**src/rtl/pipeline_elastic_stage.sv**
```systemverilog
// Elastic pipeline stage: DEPTH-entry circular buffer with valid/ready handshake
// and the stage-controller semantics (nullify, stall, bubble, keep_exception).
module pipeline_elastic_stage #(
  parameter int WIDTH     = 64,
  parameter int EXC_WIDTH = 8,
  parameter int DEPTH     = 2
) (
  input  logic                         clk,
  input  logic                         reset,
  input  logic                         in_valid,
  input  logic [WIDTH-1:0]             in_data,
  input  logic [EXC_WIDTH-1:0]         in_exc,
  output logic                         in_ready,
  output logic                         out_valid,
  output logic [WIDTH-1:0]             out_data,
  output logic [EXC_WIDTH-1:0]         out_exc,
  output logic                         out_killed,
  input  logic                         out_ready,
  input  logic                         nullify,
  input  logic                         stall,
  input  logic                         bubble,
  input  logic                         keep_exception,
  output logic [$clog2(DEPTH+1)-1:0]   count
);

  localparam int PW = (DEPTH > 1) ? $clog2(DEPTH) : 1;
  localparam int CW = $clog2(DEPTH + 1);
  localparam logic [PW-1:0] LAST_IDX = PW'(DEPTH - 1);
  localparam logic [CW-1:0] FULL_CNT = CW'(DEPTH);

  logic [WIDTH-1:0]     mem_data   [DEPTH];
  logic [EXC_WIDTH-1:0] mem_exc    [DEPTH];
  logic                 mem_killed [DEPTH];

  logic [PW-1:0] rd_ptr, wr_ptr;
  logic [CW-1:0] count_q;
  logic          empty, full, enq, deq, keep_head;

  // Pointers wrap at DEPTH-1 explicitly so non-power-of-two depths work.
  function automatic logic [PW-1:0] ptr_inc(input logic [PW-1:0] p);
    return (p == LAST_IDX) ? '0 : p + PW'(1);
  endfunction

  assign empty     = (count_q == '0);
  assign full      = (count_q == FULL_CNT);
  assign in_ready  = ~full & ~stall & ~nullify;
  assign out_valid = ~empty & ~stall & ~bubble & ~nullify;
  assign enq       = in_valid & in_ready;
  assign deq       = out_valid & out_ready;
  assign count     = count_q;

  // Head is masked to zero when empty, so storage never needs a reset.
  assign out_data   = empty ? '0 : mem_data[rd_ptr];
  assign out_exc    = empty ? '0 : mem_exc[rd_ptr];
  assign out_killed = empty ? 1'b0 : mem_killed[rd_ptr];

  assign keep_head = nullify & keep_exception & ~empty & (out_exc != '0);

  always_ff @(posedge clk or posedge reset) begin
    if (reset) begin
      rd_ptr  <= '0;
      wr_ptr  <= '0;
      count_q <= '0;
    end else if (nullify) begin
      rd_ptr <= '0;
      if (keep_head) begin
        wr_ptr  <= ptr_inc('0);
        count_q <= CW'(1);
      end else begin
        wr_ptr  <= '0;
        count_q <= '0;
      end
    end else begin
      if (enq) wr_ptr <= ptr_inc(wr_ptr);
      if (deq) rd_ptr <= ptr_inc(rd_ptr);
      case ({enq, deq})
        2'b10:   count_q <= count_q + CW'(1);
        2'b01:   count_q <= count_q - CW'(1);
        default: count_q <= count_q;
      endcase
    end
  end

  // The surviving exception remnant is relocated to slot 0 on a keeping nullify.
  always_ff @(posedge clk) begin
    if (!reset) begin
      if (keep_head) begin
        mem_data[0]   <= '0;
        mem_exc[0]    <= out_exc;
        mem_killed[0] <= 1'b1;
      end else if (enq) begin
        mem_data[wr_ptr]   <= in_data;
        mem_exc[wr_ptr]    <= in_exc;
        mem_killed[wr_ptr] <= 1'b0;
      end
    end
  end

endmodule

```
**config.mk**
```make
export PLATFORM = sky130hd
export DESIGN_NAME = pipeline_elastic_stage
export DESIGN_NICKNAME = d
export VERILOG_FILES = /design/src/rtl/pipeline_elastic_stage.sv
export SDC_FILE = /design/constraint.sdc
export NUM_CORES = 1
export LEC_CHECK = 0
export CAP_MARGIN = 20
export CORE_ASPECT_RATIO = 0.5
export CORE_MARGIN = 2
export CORE_UTILIZATION = 53
export DETAILED_ROUTE_END_ITERATION = 6
export PLACE_DENSITY = 0.85
export SLEW_MARGIN = 20
export SYNTH_ARGS = -nofsm -noshare
export SYNTH_HDL_FRONTEND = slang
export SYNTH_SLANG_ARGS = --single-unit
export TNS_END_PERCENT = 10
```
**constraint.sdc**
```tcl
create_clock -name clk -period 14.8 [get_ports clk]
set_input_delay 4.44 -clock clk [delete_from_list [all_inputs] [get_ports clk]]
set_output_delay 4.44 -clock clk [all_outputs]
set_load 0.005 [all_outputs]
```
==> summary.md, run 1 <==
| Metric | Value |
|---|---|
| Status | `finished, final reports clean` |
| Most frequent CP cell | `clkdlybuf4s50_1` |
| First-pass GRT wire length | `around 20 mm` |
| Final Slew Violations | `0` |
| Final ANT Viol Nets | `0` |
| Critical register-to-register path startpoint | `rd_ptr` |
| Depth of the CTS H-tree | `4` |
| R2r setup slk | `between 10 and 15 ns` |
| Period minus WS final | `between 10 and 15 ns` |
| Synth unique cells | `35` |
| Slowest CP cell | `clkdlybuf4s50_1` |
| Vias/cell | `between 5 and 6` |
| Final non-filler cell total | `approximately 760` |
| Slew at the pin closest to its max-slew limit | `about 1.1 ns` |
| DRC Markers | `0` |
| Hold path cells | `2` |
| CP Launch Type | `input port` |
| Hold EP | `wr_ptr` |
| Final setup vio count | `0` |
| CP Max Fanout | `9` |
| GRT met3 Usage | `0.0359` |
| Placed cells | `slightly above 700` |
| Syn. warnings | `0` |
| Share of layout cells above drive strength 1 | `0.0726` |
| CTS Buf Count | `17` |
| DP HPWL | `just under 8 mm` |
| PD cells | `approximately 120 nW/µm²` |
| Crit path depth | `3` |
| Setup TNS Final | `0 ns` |
| Commonest cells after routing, fill and taps aside | `clkdlybuf4s50_1 (156), edfxtp_1 (146), nor2_1 (75), mux2i_1 (73), and2_1 (64)` |
| Lkg Pwr | `~2.9 nW` |
| Hold Startpoint | `wr_ptr` |
| Antenna violations before repair | `0` |
| Max IR drop VDD | `approximately 0.000091 V` |
| Final core utilization | `0.733` |
| Slew headroom | `0.297` |
| Routability cong. | `between 0.8 and 0.9` |
| Clock slew at reported path FFs | `roughly 0.060 ns` |
| Place WS | `~4.4 ns` |
| Placed cell area | `8070 µm²` |
| RSZ-0062 raised after global routing | `false` |
| # IOs | `157` |
| CTS tree | `done` |
| Most common library cell in the layout ignoring fill and taps | `clkdlybuf4s50_1` |
| Pwr Total | `1.04 mW` |
| CTS Sinks | `150` |
| Chip Width | `~160 µm` |
| Final setup margin | `between 4 and 5 ns` |
| Grt peak-use layer | `met2` |
| Die Y | `81.9 µm` |
| CORE AREA | `roughly 12000 µm²` |
| Ant diodes | `0` |
| Setup Buffers After CTS | `0` |
| End of the worst register-to-register path | `mem_exc[0][2]` |
| Via count | `around 3800` |
| Avg Inst Size Synth | `about 15 µm²` |
| CP Cell Sequence | `clkdlybuf4s50_1, nor4_2, clkdlybuf4s50_1` |
| Post-CTS sizing | `0` |
| Root Buffer Master | `clkbuf_16` |
| DRT iter0 DRCs | `roughly 240` |
| Cells after Synth | `426` |
| Worst EP arrival | `5.99 ns` |
| Flops & latches, synth | `150` |
| GR Util met2 | `0.369` |
| CP bufs+invs | `2` |
| Mapped Area | `about 6400 µm²` |
| Worst Path Required | `approximately 10 ns` |
| Fin crit share | `0.705` |
| Hold Path Class | `reg2reg` |
| Global routing usage on met1 | `0.227` |
| Area Growth Syn to Fin | `35.0%` |
| Cells on worst reg2reg path | `6` |
| Post-route cell area | `a little under 9000 µm²` |
| Final hold viol count | `0` |
| Family with the most delay on the worst path | `buffers and inverters` |
| Fillers | `818` |
| GRT overflow | `0` |
| Vias in the first global route | `~4000` |
| Max-Cap Viols | `0` |
| Crit. End Element | `primary output` |
| Clk_lat worst skew | `around 0.4 ns` |
| Die area | `around 13000 µm²` |
| WL/cell | `17.0 µm` |
| Tot GR Track Use | `0.195` |
| Clock Path Buffers | `2` |
| Syn Nets | `around 510` |
| Clock Skews | `0.0107 ns` |
| Crit Path Class | `in2out` |
| Row count | `28` |
| Cts hold-fix bufs | `0` |
| Fmax achieved | `between 90 and 100 MHz` |
| WHS | `between 0.6 and 0.7 ns` |
| Final #Nets | `between 600 and 700` |
| Initial cell density of the core | `0.543` |
| Final WL | `~13 mm` |
| PortBufs | `around 160` |
| Max incr delay on CP | `a little over 0.6 ns` |
| Seq/Total Area, Yosys | `0.697` |
| Pin count of the biggest net entering global routing | `74` |
| DRT Pass-1 Iters | `4` |
[how the worst max path moves through the flow]
| stage | from | end | slack (ns) |
|---|---|---|---|
| after floorplan | nullify | mem_data[0][0] | 3.75 |
| after global placement | nullify | out_valid | 4.44 |
| after detailed placement | nullify | out_valid | 4.38 |
| after CTS | nullify | out_valid | 4.38 |
| after global routing | nullify | out_valid | 4.29 |
| final | nullify | out_valid | 4.37 |
[cell families after synthesis]
logic type,share of synthesized area
and+or+nand+nor,0.126
buffers and inverters,0.0327
muxes,0.128
xor gates and xnor gates,0.00136
AOI/OAI and AO/OA,0.0156
DFF,0.697
[area by class of cell]
| cell class | instances | area, µm² | share of cell area |
|---|---|---|---|
| flip-flops and latches | 150 | 4490 | 0.517 |
| multi-input cells | 249 | 1770 | 0.204 |
| repair buffers | 160 | 1590 | 0.183 |
| clock buffers | 19 | 433 | 0.0499 |
| well taps | 165 | 206 | 0.0238 |
| clock inverters | 12 | 184 | 0.0212 |
| inverters | 2 | 7.51 | 0.000865 |
[flip-flops by register name, indices dropped and copies added (netlist names)]
signal	cells
rd_ptr	1
mem_data	128
wr_ptr	1
mem_killed	2
count	2
mem_exc	16
[where the power goes]
group	internal (mW)	leakage, nW	total, mW	switching, mW
registers	0.472	1.38	0.476	0.00394
logic	0.0589	1.18	0.105	0.0459
clock network	0.296	0.299	0.456	0.160
total	0.827	2.86	1.04	0.210
[Yosys cell counts]
cell type	instances	area, µm²
nand2_1	1	3.75
a32oi_1	1	8.76
nor2b_2	1	8.76
nor3b_1	1	7.51
or2_2	1	6.26
nor4_2	1	12.5
nand3b_4	1	20.0
o32ai_1	1	8.76
xor2_1	1	8.76
nor2b_1	1	6.26
buf_6	8	90.1
buf_2	6	30.0
nand3b_1	1	7.51
mux2_1	8	90.1
a211oi_1	1	7.51
nor2_1	76	285
o2111ai_2	1	15.0
buf_4	11	82.6
inv_2	1	3.75
nor3_1	1	5.00
o21ai_1	2	10.0
o41ai_2	1	16.3
a31o_1	1	8.76
inv_1	1	3.75
a41oi_1	2	17.5
mux2i_1	73	731
edfxtp_1	146	4380
nor2_2	2	12.5
dfrtp_1	4	100
nand2b_1	1	6.26
or3_1	1	6.26
a21o_1	1	7.51
and2_1	65	407
and4b_1	1	10.0
nand3_1	1	5.00
[worst reg2reg max path: cells and delay by family (launching register included)]
kind	cells	cell delay (ns)
multiplexers	1	0.30
AO/OA/AOI/OAI	3	1.11
buffers and inverters	2	1.60
flip-flops	1	0.60
[metal layers]
metal,share of wire,vias to the layer above
met5,0,-
li1,-,1848
met3,0.031,22
met1,0.42,1872
met2,0.53,94
met4,0.019,0
Note: power is estimated with default switching activity, not from simulation.
==> inputs of run 2 (changes only) <==
Settings changed: CORE_UTILIZATION 53 to 45, PLACE_DENSITY 0.85 to 0.77.
Clock period 14.8 ns to 9.5 ns, I/O delays scaled along.
==> summary.md, run 2 (synthesis results as in run 1) <==
| Metric | Value |
|---|---|
| Status | `finished, final reports clean` |
| Die Y | `88.6 µm (+8.1%)` |
| Pwr Total | `1.55 mW (+49%)` |
| Reg power frac | `0.481 (+0.021)` |
| Biggest regs | `mem_data (128), mem_exc (16)` |
| First-pass GRT wire length | `20.0 mm (+1.9%)` |
| Most common library cell in the layout ignoring fill and taps | `clkdlybuf4s50_1` |
| Initial cell density of the core | `0.468 (-0.0750)` |
| CTS Sinks | `150 (unchanged)` |
| CP Cell Sequence | `clkdlybuf4s50_1, nor4_2, clkdlybuf4s50_1` |
| RSZ-0062 raised after global routing | `false` |
| Depth of the CTS H-tree | `4 (unchanged)` |
| Sequential standard cell area | `4490 µm² (unchanged)` |
| CP Launch Type | `input port` |
| DRT Pass-1 Iters | `4 (unchanged)` |
| Area Growth Syn to Fin | `34.7%` |
| DRC Markers | `0 (unchanged)` |
| Clock Path Buffers | `2 (unchanged)` |
| Cells on worst reg2reg path | `5 (-1)` |
| Clock slew at reported path FFs | `0.06 ns (about the same)` |
| Hold Startpoint | `wr_ptr` |
| Max incr delay on CP | `0.62 ns (about the same)` |
| Fmax achieved | `between 100 and 150 MHz` |
| Lkg Pwr | `2.82 nW (-1.2%)` |
| CORE AREA | `13700 µm² (+16%)` |
| DRT iter0 DRCs | `268 (+12%)` |
| Hold Path Class | `reg2reg` |
| CP Max Fanout | `9 (unchanged)` |
| R2r setup slk | `6.34 ns (-4.42 ns)` |
| Hold EP | `wr_ptr` |
| Final WL | `13.0 mm (+0.91%)` |
| Max IR drop VDD | `0.000109 V (+20%)` |
| WL/cell | `16.5 µm (-2.7%)` |
| PortBufs | `156 (unchanged)` |
| Via count | `3823 (-0.34%)` |
| Routability cong. | `0.755 (-12%)` |
| Ant diodes | `0 (unchanged)` |
| Hold path cells | `2 (unchanged)` |
| Setup Buffers After CTS | `0 (unchanged)` |
| Final hold viol count | `0 (unchanged)` |
| Cts hold-fix bufs | `0 (unchanged)` |
| Largest Register | `mem_data` |
| Clock share of power | `0.415 (-0.024)` |
| Sw Ratio | `0.218 (+0.0162)` |
| Vias in the first global route | `4061 (+0.77%)` |
| Internal Pwr Total | `1.21 mW (+46%)` |
| Post-CTS sizing | `0 (unchanged)` |
| Share of layout cells above drive strength 1 | `0.0793 (+0.00662)` |
| Area of the multi-input gates | `1770 µm² (unchanged)` |
| Final Slew Violations | `0 (unchanged)` |
| Slew at the pin closest to its max-slew limit | `1.05 ns (-0.00836 ns)` |
| DP HPWL | `7.89 mm (+0.54%)` |
| Slowest CP cell | `clkdlybuf4s50_1` |
| Row count | `30 (+7.1%)` |
| Critical register-to-register path startpoint | `rd_ptr` |
| Fin crit share | `0.766` |
| Setup TNS Final | `0 ns (unchanged)` |
| Net Switching | `0.338 mW (+61%)` |
| CTS Buf Count | `17 (unchanged)` |
| Worst EP arrival | `4.43 ns (-1.56 ns)` |
| # IOs | `157 (unchanged)` |
| GRT overflow | `0 (unchanged)` |
| Commonest cells after routing, fill and taps aside | `clkdlybuf4s50_1 (156), edfxtp_1 (146), nor2_1 (75), mux2i_1 (73), and2_1 (64)` |
| Vias/cell | `4.87 (-3.9%)` |
| Clock Skews | `0.0103 ns (-0.000462 ns)` |
| Fillers | `1041 (+27%)` |
| Worst Path Required | `6.65 ns (-3.71 ns)` |
| Max-Cap Viols | `0 (unchanged)` |
| PD cells | `179 nW/µm² (+50%)` |
| Root Buffer Master | `clkbuf_16` |
| Max reg flops | `128 (unchanged)` |
| Final ANT Viol Nets | `0 (unchanged)` |
| Clk_lat worst skew | `0.41 ns (about the same)` |
| Most frequent CP cell | `clkdlybuf4s50_1` |
| Pin count of the biggest net entering global routing | `74 (unchanged)` |
| Final setup vio count | `0 (unchanged)` |
| Crit Path Class | `in2out` |
| End of the worst register-to-register path | `mem_data[0][24]` |
| Final #Nets | `660 (unchanged)` |
| Chip Width | `173 µm (+8.3%)` |
| Combinational cell fraction of total power | `0.104 (+0.003)` |
| Period minus WS final | `7.28 ns` |
| Tot GR Track Use | `0.171 (-0.0245)` |
| Slew headroom | `0.302 (+0.00558)` |
| CTS tree | `done` |
| Crit. End Element | `primary output` |
| Die area | `15300 µm² (+17%)` |
| Antenna violations before repair | `0 (unchanged)` |
## run 2: cell types whose count changed in the layout (fill, tap and decap cells not counted), sizes merged
cell / change
clkinvlp: +4
clkbuf: -2
bufinv: -3
clkinv: +2
## run 2: how the worst max path moves through the flow
stage | startpoint | endpoint | slack [ns] | depth (start not counted)
2_1_floorplan | nullify | mem_data[0][0] | 0.04 | 3
3_3_place_gp | nullify | out_valid | 2.28 | 3
3_5_place_dp | nullify | out_valid | 2.25 | 3
4_1_cts | nullify | out_valid | 2.21 | 3
5_1_grt | nullify | out_valid | 2.15 | 3
6_report | nullify | out_valid | 2.22 | 3
## run 2: cell type report
| cell class | count | area share |
|---|---|---|
| Timing Repair Buffer | 160 | 0.184 |
| Inverter | 2 | 0.000866 |
| Sequential cell | 150 | 0.518 |
| Clock inverter | 15 | 0.0160 |
| Clock buffer | 17 | 0.0491 |
| Multi-Input combinational cell | 249 | 0.205 |
| Tap cell | 192 | 0.0277 |
## run 2: power groups by stage
stage | Sequential [mW] | Clock [mW] | Combinational (mW)
final | 0.744 | 0.643 | 0.161
after global routing | 0.745 | 0.683 | 0.174
after CTS | 0.744 | 0.651 | 0.165
after detailed placement | 0.758 | 0 | 0.164
after global placement | 0.757 | 0 | 0.162
after floorplan | 0.756 | 0 | 0.0727
## run 2: stage by stage
stage	instance area [µm²]	setup WS (ns)	util	cells	hold slack, ns
after floorplan	6430	0.0423	-	426	0.542
after global placement	8100	2.28	0.590	753	0.586
after detailed placement	8100	2.25	0.590	753	0.608
after CTS	8660	2.21	0.631	785	0.617
after global routing	8660	2.15	0.631	785	0.667
final	8660	2.22	0.631	785	0.619
## run 2: per-layer routing
metal	routed length, µm	up-vias	global-route usage
met5	0	-	0
met4	140	0	0.0732
met3	375	11	0.0361
met2	6890	72	0.313
met1	5550	1890	0.201
li1	-	1850	-
## run 2: worst max-delay path: cells and delay by family
kind	cells	cell delay (ns)
and+or+nand+nor	1	0.40
buffers and inverters	2	1.17
